## config.mk

```make
export PLATFORM = sky130hd
export DESIGN_NAME = training_sample_feeder
export DESIGN_NICKNAME = d
export VERILOG_FILES = /design/src/rtl/training_sample_feeder.sv
export SDC_FILE = /design/constraint.sdc
export NUM_CORES = 1
export LEC_CHECK = 0
export CAP_MARGIN = 40
export CORE_MARGIN = 2
export CORE_UTILIZATION = 56
export DETAILED_ROUTE_END_ITERATION = 6
export PLACE_DENSITY = 0.83
export SLEW_MARGIN = 20
export SYNTH_ARGS = -nofsm -noshare
export SYNTH_HDL_FRONTEND = slang
export SYNTH_SLANG_ARGS = --single-unit
```

## constraint.sdc

```tcl
create_clock -name clk -period 2.98 [get_ports clk]
set_input_delay 0.298 -clock clk [delete_from_list [all_inputs] [get_ports clk]]
set_output_delay 0.298 -clock clk [all_outputs]
set_load 0.05 [all_outputs]
```

## src/rtl/training_sample_feeder.sv

```systemverilog
`default_nettype none
// ============================================================================
// Module   : training_sample_feeder
// Purpose  : Holds a host-loaded training set of (x1, x2, target) samples and
//            presents them in order to the neuron training unit, advancing one
//            sample per cycle the neuron reports ready. Wraps to sample 0 at
//            the end of every epoch until the neuron reports done, counting
//            completed epochs along the way.
// Ports    : clk, rst          - clock, synchronous active-high reset
//            wr_en/wr_addr/
//            wr_x1/wr_x2/wr_t  - host write port into the sample buffer
//            n_samples, go     - host start request with sample count
//            nrn_ready/done    - neuron handshake inputs
//            nrn_start         - one-cycle start pulse to the neuron
//            x1/x2/t/n_bus     - registered sample buses to the neuron
//            busy, finished    - training status (finished is sticky)
//            err               - one-cycle pulse when a go is rejected
//            epoch_count       - completed epochs, saturating
// Revision : 1.0 - initial release
// ============================================================================
module training_sample_feeder #(
    parameter int DEPTH = 64,
    parameter int AW    = 6
) (
    input  logic          clk,
    input  logic          rst,
    input  logic          wr_en,
    input  logic [AW-1:0] wr_addr,
    input  logic [6:0]    wr_x1,
    input  logic [6:0]    wr_x2,
    input  logic [1:0]    wr_t,
    input  logic [AW:0]   n_samples,
    input  logic          go,
    input  logic          nrn_ready,
    input  logic          nrn_done,
    output logic          nrn_start,
    output logic [6:0]    x1_bus,
    output logic [6:0]    x2_bus,
    output logic [1:0]    t_bus,
    output logic [31:0]   n_bus,
    output logic          busy,
    output logic          finished,
    output logic          err,
    output logic [15:0]   epoch_count
);

    localparam logic [1:0]    c_IDLE      = 2'd0;
    localparam logic [1:0]    c_START     = 2'd1;
    localparam logic [1:0]    c_FEED      = 2'd2;
    localparam logic [1:0]    c_FINISH    = 2'd3;

    localparam logic [AW:0]   c_DEPTH_N   = DEPTH[AW:0];
    localparam logic [AW:0]   c_ONE_N     = {{AW{1'b0}}, 1'b1};
    localparam logic [AW-1:0] c_ONE_A     = {{(AW-1){1'b0}}, 1'b1};
    localparam logic [15:0]   c_EPOCH_MAX = 16'hFFFF;

    // Sample word layout: {x1[6:0], x2[6:0], t[1:0]}
    logic [15:0]   r_mem [DEPTH];

    logic [1:0]    r_state;
    logic [1:0]    w_state_nxt;
    logic [AW-1:0] r_idx;
    logic [AW:0]   r_n;
    logic [6:0]    r_x1;
    logic [6:0]    r_x2;
    logic [1:0]    r_t;
    logic [15:0]   r_epoch;
    logic          r_err;

    logic          w_host_phase;
    logic          w_n_ok;
    logic          w_go_acc;
    logic          w_go_rej;
    logic          w_adv;
    logic          w_last;
    logic [AW:0]   w_n_m1;
    logic [AW-1:0] w_idx_nxt;
    logic [15:0]   w_rd_word;
    logic [15:0]   w_mem0;

    // The host owns the buffer only while the neuron is not being fed.
    assign w_host_phase = (r_state == c_IDLE) || (r_state == c_FINISH);
    assign w_n_ok       = (n_samples != '0) && (n_samples <= c_DEPTH_N);
    assign w_go_acc     = go && w_host_phase && w_n_ok;
    assign w_go_rej     = go && w_host_phase && !w_n_ok;

    // Done wins over ready: no advance on the cycle that ends training.
    assign w_adv        = (r_state == c_FEED) && nrn_ready && !nrn_done;
    assign w_n_m1       = r_n - c_ONE_N;
    assign w_last       = ({1'b0, r_idx} == w_n_m1);
    assign w_idx_nxt    = w_last ? '0 : (r_idx + c_ONE_A);
    assign w_rd_word    = r_mem[w_idx_nxt];
    assign w_mem0       = r_mem[0];

    // Sample buffer: no reset so the training set survives an abort.
    always_ff @(posedge clk) begin
        if (wr_en && w_host_phase) begin
            r_mem[wr_addr] <= {wr_x1, wr_x2, wr_t};
        end
    end

    always_ff @(posedge clk) begin
        if (rst) begin
            r_state <= c_IDLE;
        end else begin
            r_state <= w_state_nxt;
        end
    end

    always_comb begin
        w_state_nxt = r_state;
        nrn_start   = 1'b0;
        busy        = 1'b0;
        finished    = 1'b0;
        case (r_state)
            c_IDLE: begin
                if (w_go_acc) w_state_nxt = c_START;
            end
            c_START: begin
                nrn_start   = 1'b1;
                busy        = 1'b1;
                w_state_nxt = c_FEED;
            end
            c_FEED: begin
                busy = 1'b1;
                if (nrn_done) w_state_nxt = c_FINISH;
            end
            c_FINISH: begin
                finished = 1'b1;
                if (w_go_acc) w_state_nxt = c_START;
            end
            default: w_state_nxt = c_IDLE;
        endcase
    end

    // Datapath. The go preload reads address 0 through the non-blocking
    // memory update, so a same-cycle host write is not yet visible.
    always_ff @(posedge clk) begin
        if (rst) begin
            r_idx   <= '0;
            r_n     <= '0;
            r_x1    <= '0;
            r_x2    <= '0;
            r_t     <= '0;
            r_epoch <= '0;
            r_err   <= 1'b0;
        end else begin
            r_err <= w_go_rej;
            if (w_go_acc) begin
                r_n                <= n_samples;
                r_epoch            <= '0;
                r_idx              <= '0;
                {r_x1, r_x2, r_t}  <= w_mem0;
            end else if (w_adv) begin
                r_idx              <= w_idx_nxt;
                {r_x1, r_x2, r_t}  <= w_rd_word;
                if (w_last && (r_epoch != c_EPOCH_MAX)) begin
                    r_epoch <= r_epoch + 16'd1;
                end
            end
        end
    end

    assign x1_bus      = r_x1;
    assign x2_bus      = r_x2;
    assign t_bus       = r_t;
    assign n_bus       = {{(32-AW-1){1'b0}}, r_n};
    assign err         = r_err;
    assign epoch_count = r_epoch;

endmodule
`default_nettype wire

```

== Word level (Yosys, flattened, before mapping) ==
Memory sizes are Yosys's and may differ from the RTL's.
Index checks and enable logic that the tools add are counted.
Storage, ports and cells
  flip-flop bits (word level): 48
  RAM bits: 1024
  bits of input ports: 35
  output and inout port bits: 68
  word-level logic and storage cells: 54
  memories: 1
Memory list
  r_mem: words 64, width 16, read ports 2, clocked after Yosys merged registers in 0, wr ports 1, line 58  | logic [15:0] r_mem [DEPTH];
Cells by class
  add/sub/neg operators: 3
  magnitude comparators: 1
  eq/ne operators: 7
  muxes and demuxes: 15
  reductions and logical operators: 19
Operators with widths (count)
  7-bit two-way mux: 4
  16-bit by 1-bit adder with 16-bit output (second input constant): 1
  16-bit != test (second input constant): 1
  1-bit logical AND: 8
  2-bit two-way mux: 4
  6-bit by 7-bit == test with 1-bit output: 1
  7-bit <= comparator (second input constant): 1
  7-bit nonzero test: 1
  7-bit by 1-bit subtractor with 7-bit output (second input constant): 1
  6-bit by 1-bit adder with 6-bit output (second input constant): 1
  6-bit two-way mux: 1
  2-bit one-hot mux with 3 select lines: 1
  2-bit OR reduction: 3
  1-bit two-way mux: 5
  2-bit == test (second input constant): 2
  2-bit AND reduction: 2
  2-bit by 1-bit == test with 1-bit output (second input constant): 1
  1-bit logical NOT: 2
  2-bit logical NOT: 1
  2-bit by 1-bit != test with 1-bit output (second input constant): 1
  2-bit != test (second input constant): 1
  2-bit nonzero test: 1
  1-bit logical OR: 1

== Logic depth before layout (Yosys ltp) ==
Gate-level depths: netlist of the first run.
  depth in word-level cells: 6
  mapped depth: 15
  depth with buffers taken out: 11

== Worst setup path after synthesis of the first run ==
Ideal clock, no wire load.
  path type: register to register
  start point: register r_n[0]
  end point: register r_x1[2], in the netlist x1_bus[2]
  library setup time: 131 ps
  arrival time: 3212 ps
  data required time: 2849 ps
  path slack: -363 ps
  stages on the path, launching flop included: 15
  path buffers: 3
  period minus slack after synthesis: 3343 ps
  path through: dfxtp_1 buf_2 inv_1 ha_1 or3b_2 nor4_4 nor3_4 a21oi_4 buf_6 buf_6 nor3b_1 a211oi_1 o31ai_1 o311ai_1 o41ai_1
On the way
  word-level cells in the longest chain between the ends: 6
RTL lines
  start, declared: line 63  | logic [AW:0] r_n;
  start signal, assigned: line 150  | r_n <= n_samples;
  7-bit by 1-bit subtractor with 7-bit output: line 89  | assign w_n_m1 = r_n - c_ONE_N;
  6-bit by 7-bit == test with 1-bit output: line 90  | assign w_last = ({1'b0, r_idx} == w_n_m1);
  6-bit two-way mux: line 91  | assign w_idx_nxt = w_last ? '0 : (r_idx + c_ONE_A);
  memory 64 x 16 bit
  7-bit two-way mux: line 154  | end else if (w_adv) begin
  7-bit two-way mux: line 149  | if (w_go_acc) begin
  end signal, assigned: line 153  | {r_x1, r_x2, r_t} <= w_mem0;
  end signal, assigned: line 156  | {r_x1, r_x2, r_t} <= w_rd_word;
  end, declared: line 64  | logic [6:0] r_x1;
Every way passes these cells. The select of a mux whose other input is x is not followed.
A chain may end at the register's enable or synchronous reset.

== Final worst setup path of the first run ==
  start point: register r_n[1]
  end point: register r_x2[1], in the netlist x2_bus[1]
On the way
  word-level cells in the longest chain between the ends: 6
RTL lines
  7-bit by 1-bit subtractor with 7-bit output: line 89
  6-bit by 7-bit == test with 1-bit output: line 90
  6-bit two-way mux: line 91
  memory 64 x 16 bit
  7-bit two-way mux: line 154
  7-bit two-way mux: line 149
  end signal, assigned: line 153
  end signal, assigned: line 156
  end, declared: line 65  | logic [6:0] r_x2;
Every way passes these cells. The select of a mux whose other input is x is not followed.

==> impl_metrics.ini, run 1 <==
[die]
initial_core_util_pct = 56.7
core.rowCount = 101
coreArea_sq_um = 76100
io_pins = 103
dieArea_sq_um = 79300
die_x_microns = 282
die_h_microns = 282

[critical_path]
critPathArrivalTime_ps = 3870
start_kind = flop
crit_required_ps = 3570
setup.worst_path.class = flop to flop
end_kind = flop
path_max_fanout = 6

[global_route]
grt_busiest_layer = met2
groute.usage.overall_pct = 36.7
grt_pass1_wl_microns = 204000
gr-usage-met1_pct = 49.2
antenna_found_initial = 5
met2_usage_pct = 56.0
gr-total-overflow = 0
grt_max_degree = 65
met3_usage_pct = 9.69
grt_pass1_vias = 28612

[layout]
fin_nets = 3337
drive_gt1_share_pct = 29.0
area_growth_pct = 24.9

[min_path]
min_path_type = input pin to flop

[drt]
drt_iter0_drc = 4939
wire_per_inst_microns = 33.0
via_per_inst = 6.71
drt-total-wl_microns = 145000
drt_first_pass_iters = 6
vias = 29598
drcViolationCount = 0
ant_nets = 0

[synth]
synth_top_cell_by_area = edfxtp_1
async_reset_ff_share_pct = 0
netlist.area_leader.share_pct = 71.2
yosys_warnings = 0
synth_seq_cells = 1072
synth.distinct_cells = 85
synth-seq-area-share_pct = 73.5
synth_top_cells_by_area = edfxtp_1, mux2i_1, mux4_2
syn_area_sq_um = 43200
syn_avg_cell_area_sq_um = 15.6
synth-edff-count = 1024
yosys_most_used_dff = edfxtp_1
syn_inst = 2763

[power]
leakage_nw = 17.6
power.total_w = 0.0345
power_density_nw_per_um2 = 640
ir_drop_mv = 0.622

[clocking]
cts_sinks = 1072
htreeDepth = 3
insertion_delay_ps = 700
cts_tree = yes
cts.path.max_buffers = 3
clkSlewWorstSetupHoldPaths_ps = 60
cts-root-buf = clkbuf_16
numCtsBuffers = 105

[timing]
skew_ps = 27.8
slew-limit-headroom_pct = 48.6
fin_ws_ps = -295
max_freq_mhz = 305
timing.final.crit_share_pct = 110
setup-violations-final = 16
holdWs_ps = 43.8
tightest_slew_ps = 770
slew_violations = 0
finalHoldViolCount = 0
period_minus_slack_ps = 3270
rsz0062_at_grt = true
tns_ps = -3240

[outcome]
status = finished with violations
violations = negative setup slack

[placed_design]
preCtsSetupSlack_ps = -589
port_buffers = 77
dp_hpwl_microns = 94300
place.gp.congestion = 1.04

[job]
maxCapViolCount = 0
-- per-layer routing --
layer	up-vias	wire length, microns	share of wire (%)
met5	-	42	0.029
met1	14644	51400	35
li1	11931	-	-
met4	6	8620	5.9
met3	475	19900	14
met2	2542	65500	45
-- where the power goes --
group	leakage (nW)	total [W]	internal [W]	switching (W)
registers	9.60	0.0168	0.0167	0.000118
clock network	1.64	0.0132	0.00743	0.00575
logic	6.36	0.00456	0.00165	0.00292
-- per-stage QoR --
| stage | std cells | util [%] | cell area, sq um |
|---|---|---|---|
| floorplan | 2787 | - | 43300 |
| detailed placement | 4139 | 63.6 | 48400 |
| global route | 4413 | 70.9 | 53900 |
| global placement | 4139 | 63.6 | 48400 |
| CTS | 4380 | 69.7 | 53100 |
| finish | 4414 | 70.9 | 53900 |
-- cell usage after synthesis (54+ instances only) --
master,number
buf_2,56
nor2_1,201
nor3_1,66
clkbuf_1,82
o21ai_0,163
mux2_2,54
mux4_2,60
mux2i_1,142
nand2_1,159
a21oi_1,114
o22ai_1,84
edfxtp_1,1024
-- worst paths after layout --
| kind | slack [ps] | endpoint | cells past startpoint | from |
|---|---|---|---|---|
| worst max-delay path | -290 | x2_bus[1] | 14 | r_n[1] |
| worst min-delay path | 40 | r_mem[23][15] | 1 | wr_x1[6] |
| worst max register to register | -290 | x2_bus[1] | 14 | r_n[1] |
| worst min register to register | 510 | epoch_count[11] | 2 | epoch_count[11] |
-- cells in the final DEF (no fill, tap or decap), types with 29 or more instances in the layout --
cell / instances
edfxtp_1: 1024
nor3_1: 57
o21ai_0: 132
buf_12: 71
buf_6: 53
nor2_1: 193
nand3_1: 41
clkbuf_16: 106
dfxtp_1: 44
o221ai_1: 33
mux2i_1: 142
mux4_2: 60
o21ai_1: 29
o211ai_1: 40
mux2_2: 54
clkdlybuf4s50_1: 61
nand2_1: 156
o22ai_1: 66
buf_4: 386
a21oi_1: 108
-- critical path, stage by stage, from the launching register on --
cell and delay [ps]:
dfxtp_2 340, inv_2 50, ha_4 180, or3b_4 380, nor4_4 290, nor3_4 120, a21oi_4 280, buf_12 190
nor2_4 70, buf_6 150, buf_6 120, o211ai_1 130, o21ai_1 130, a221o_1 420, a311o_1 290
-- flip-flops by register name (all words and copies together), names as in the netlist --
register	cells
r_n	7
err	1
x1_bus	7
x2_bus	7
r_state	2
r_idx	6
t_bus	2
epoch_count	16
r_mem	1024
-- final cells by class --
cell class / count / area, sq um
diodes: 1 / 2.50
clock buffers: 133 / 2740
clock inverters: 62 / 649
fillers: 4765 / 22200
inverters: 11 / 41.3
multi-input cells: 1505 / 11600
flip-flops and latches: 1072 / 31700
well taps: 1030 / 1290
repair buffers: 600 / 5850
-- what timing repair did --
action                     CTS  global route
gates cloned                 5             1
gates resized for setup    181           115
pin swaps                   52            62
hold buffers                 0             2
hold endpoints to repair     0             8
setup buffers               46            34
setup endpoints to repair   16            17
-- logic make-up after synthesis --
group / count (synthesis) / synth area share, %
AOI/OAI and AO/OA: 611 / 9.25
xor gates and xnor gates: 25 / 0.507
other: 1 / 0.00869
and+or+nand+nor: 580 / 6.33
adders and majority gates: 7 / 0.203
muxes: 256 / 7.83
buffers and inverters: 211 / 2.39
DFF: 1072 / 73.5
Note: power is estimated with default switching activity, not from simulation.
==> run 2, diff against run 1 <==
--- a/config.mk
+++ b/config.mk
@@ -6,6 +6,7 @@
 export NUM_CORES = 1
 export LEC_CHECK = 0
 export CAP_MARGIN = 40
+export CORE_ASPECT_RATIO = 0.6
 export CORE_MARGIN = 2
 export CORE_UTILIZATION = 56
 export DETAILED_ROUTE_END_ITERATION = 6
==> impl_metrics.ini, run 2 (same netlist as run 1, synthesis figures left out) <==
[critical_path]
worstPathCellList = inv_2, ha_4, buf_6, o21ba_4, a22oi_2, o2111ai_2, buf_6, a22oi_2, nand2_2, buf_6, o211ai_1, a21oi_2, o211ai_1, a311oi_2
cp_common_cell = buf_6
r2r-end = x2_bus[4]
crit-reg2reg-launch = r_n[1]
reg2reg_slack_ps = -320
cp_slowest_cell = o211ai_1
path_max_fanout = 6
crit_required_ps = 3520
end_kind = flop
start_kind = flop
max_stage_delay_ps = 540
critPathArrivalTime_ps = 3840
setup.worst_path.class = flop to flop
reg2regPathDepth = 14

[timing]
max_freq_mhz = 303
timing.final.crit_share_pct = 111
slew_violations = 0
slew-limit-headroom_pct = 37.3
finalHoldViolCount = 0
fin_ws_ps = -322
skew_ps = 33.4
holdWs_ps = 66.2
period_minus_slack_ps = 3300
tightest_slew_ps = 941
rsz0062_at_grt = true
setup-violations-final = 16

[global_route]
antenna_found_initial = 11
grt_max_degree = 65
grt_pass1_vias = 27647
groute.usage.overall_pct = 37.8
grt_pass1_wl_microns = 208000
gr-total-overflow = 0

[layout]
mostFrequentLayoutCell = edfxtp_1
regMostFlops = r_mem
drive_gt1_share_pct = 28.5
area_growth_pct = 23.1
largest_reg_flops = 1024
utilization_pct = 70.0
layout_common_cells = edfxtp_1, buf_4, nor2_1
fin_nets = 3299

[die]
die_x_microns = 362
initial_core_util_pct = 56.8
coreArea_sq_um = 75900
core.rowCount = 78
io_pins = 103
dieArea_sq_um = 79400
die_h_microns = 219

[clocking]
clkSlewWorstSetupHoldPaths_ps = 70
cts-root-buf = clkbuf_16
numCtsBuffers = 91
htreeDepth = 3
cts_sinks = 1072
cts.path.max_buffers = 3
cts_tree = yes
insertion_delay_ps = 720

[drt]
wire_per_inst_microns = 34.7
vias = 29688
drt_iter0_drc = 5862
drt_first_pass_iters = 6
drcViolationCount = 0
via_per_inst = 6.85
ant_nets = 0
drt-total-wl_microns = 150000

[min_path]
holdPathEnd = r_mem[51][10]
whs_path_depth = 1
min_path_type = input pin to flop
hp-start = wr_x1[1]

[power]
p_sw_share_pct = 26.0
combPwrFrac_pct = 13.5
p_sw_w = 0.00872
power_density_nw_per_um2 = 631
pwr-share-seq_pct = 50.0
internal_power_w = 0.0248
clock_power_share_pct = 36.5
leakage_nw = 17.3
ir_drop_mv = 0.649

[placed_design]
port_buffers = 77
dp_hpwl_microns = 101000
preCtsSetupSlack_ps = -756
place.gp.congestion = 1.03

[job]
maxCapViolCount = 0

[outcome]
violations = negative setup slack
status = finished with violations
run 2: cell types whose count changed in the layout (fill, tap and decap cells not counted), sizes merged:
cell	before	now
dlygate4sd3	2	3
bufinv	10	8
diode	1	2
clkinvlp	4	6
o22ai	85	86
a2bb2oi	5	4
inv	17	14
buf	535	509
clkbuf	134	110
run 2: worst max-delay path, delay by kind of cell (launching register included):
kind	cells	cell delay [ps]
AO/OA/AOI/OAI	8	1900
buffers and inverters	4	550
flip-flops	1	340
AND/OR/NAND/NOR	1	180
adder cells (fa/ha/maj)	1	160
run 2: power by group through the flow:
| stage | registers [W] | clock network, W | logic (W) |
|---|---|---|---|
| floorplan | 0.0172 | 0 | 0.00176 |
| global placement | 0.0171 | 0 | 0.00393 |
| detailed placement | 0.0171 | 0 | 0.00399 |
| CTS | 0.0168 | 0.0123 | 0.00421 |
| global route | 0.0168 | 0.0128 | 0.00463 |
| finish | 0.0168 | 0.0122 | 0.00452 |
run 2: stage by stage:
| stage | instance area, sq um | power (W) | TNS [ps] | cells |
|---|---|---|---|---|
| final | 53100 | 0.0335 | -3290 | 4333 |
| after global routing | 53100 | 0.0342 | -4170 | 4332 |
| after CTS | 52400 | 0.0333 | -2510 | 4317 |
| after detailed placement | 48500 | 0.0211 | -7100 | 4116 |
| after global placement | 48500 | 0.0210 | -6600 | 4116 |
| after floorplan | 43300 | 0.0190 | 0 | 2787 |
run 2: final cells by class:
cell class	instances	area, sq um
inverter	11	41.3
clock inverter	59	633
fill	4783	22800
timing repair buffer	576	5630
multi-input combinational	1505	11400
antenna	2	5.00
tap	1000	1250
clock buffer	108	2400
sequential	1072	31700
run 2: worst max-delay path by stage:
stage               cells past startpoint        end  slack, ps    from
floorplan                              14  x1_bus[2]          2  r_n[0]
detailed placement                     12  x1_bus[4]       -760  r_n[2]
global placement                       12  x1_bus[4]       -750  r_n[2]
finish                                 14  x2_bus[4]       -320  r_n[1]
global route                           16  x2_bus[1]       -360  r_n[0]
CTS                                    15  x2_bus[1]       -210  r_n[0]
run 2: timing repair:
item | 4_1_cts | 5_1_grt
gates cloned | 3 | 2
hold endpoints to repair | 8 | 8
resized for setup | 95 | 120
hold buffers | 2 | 1
buffers inserted | 31 | 11
setup endpoints to repair | 18 | 18
pin swaps | 45 | 46
run 2: routing by layer:
layer / GRT usage (%) / part of all wire, % / vias to the layer above
met1: 56.1 / 38 / 14894
met5: 0 / 0.017 / -
met4: 10.5 / 3.1 / 4
li1: - / - / 11854
met3: 15.9 / 18 / 309
met2: 51.0 / 41 / 2627
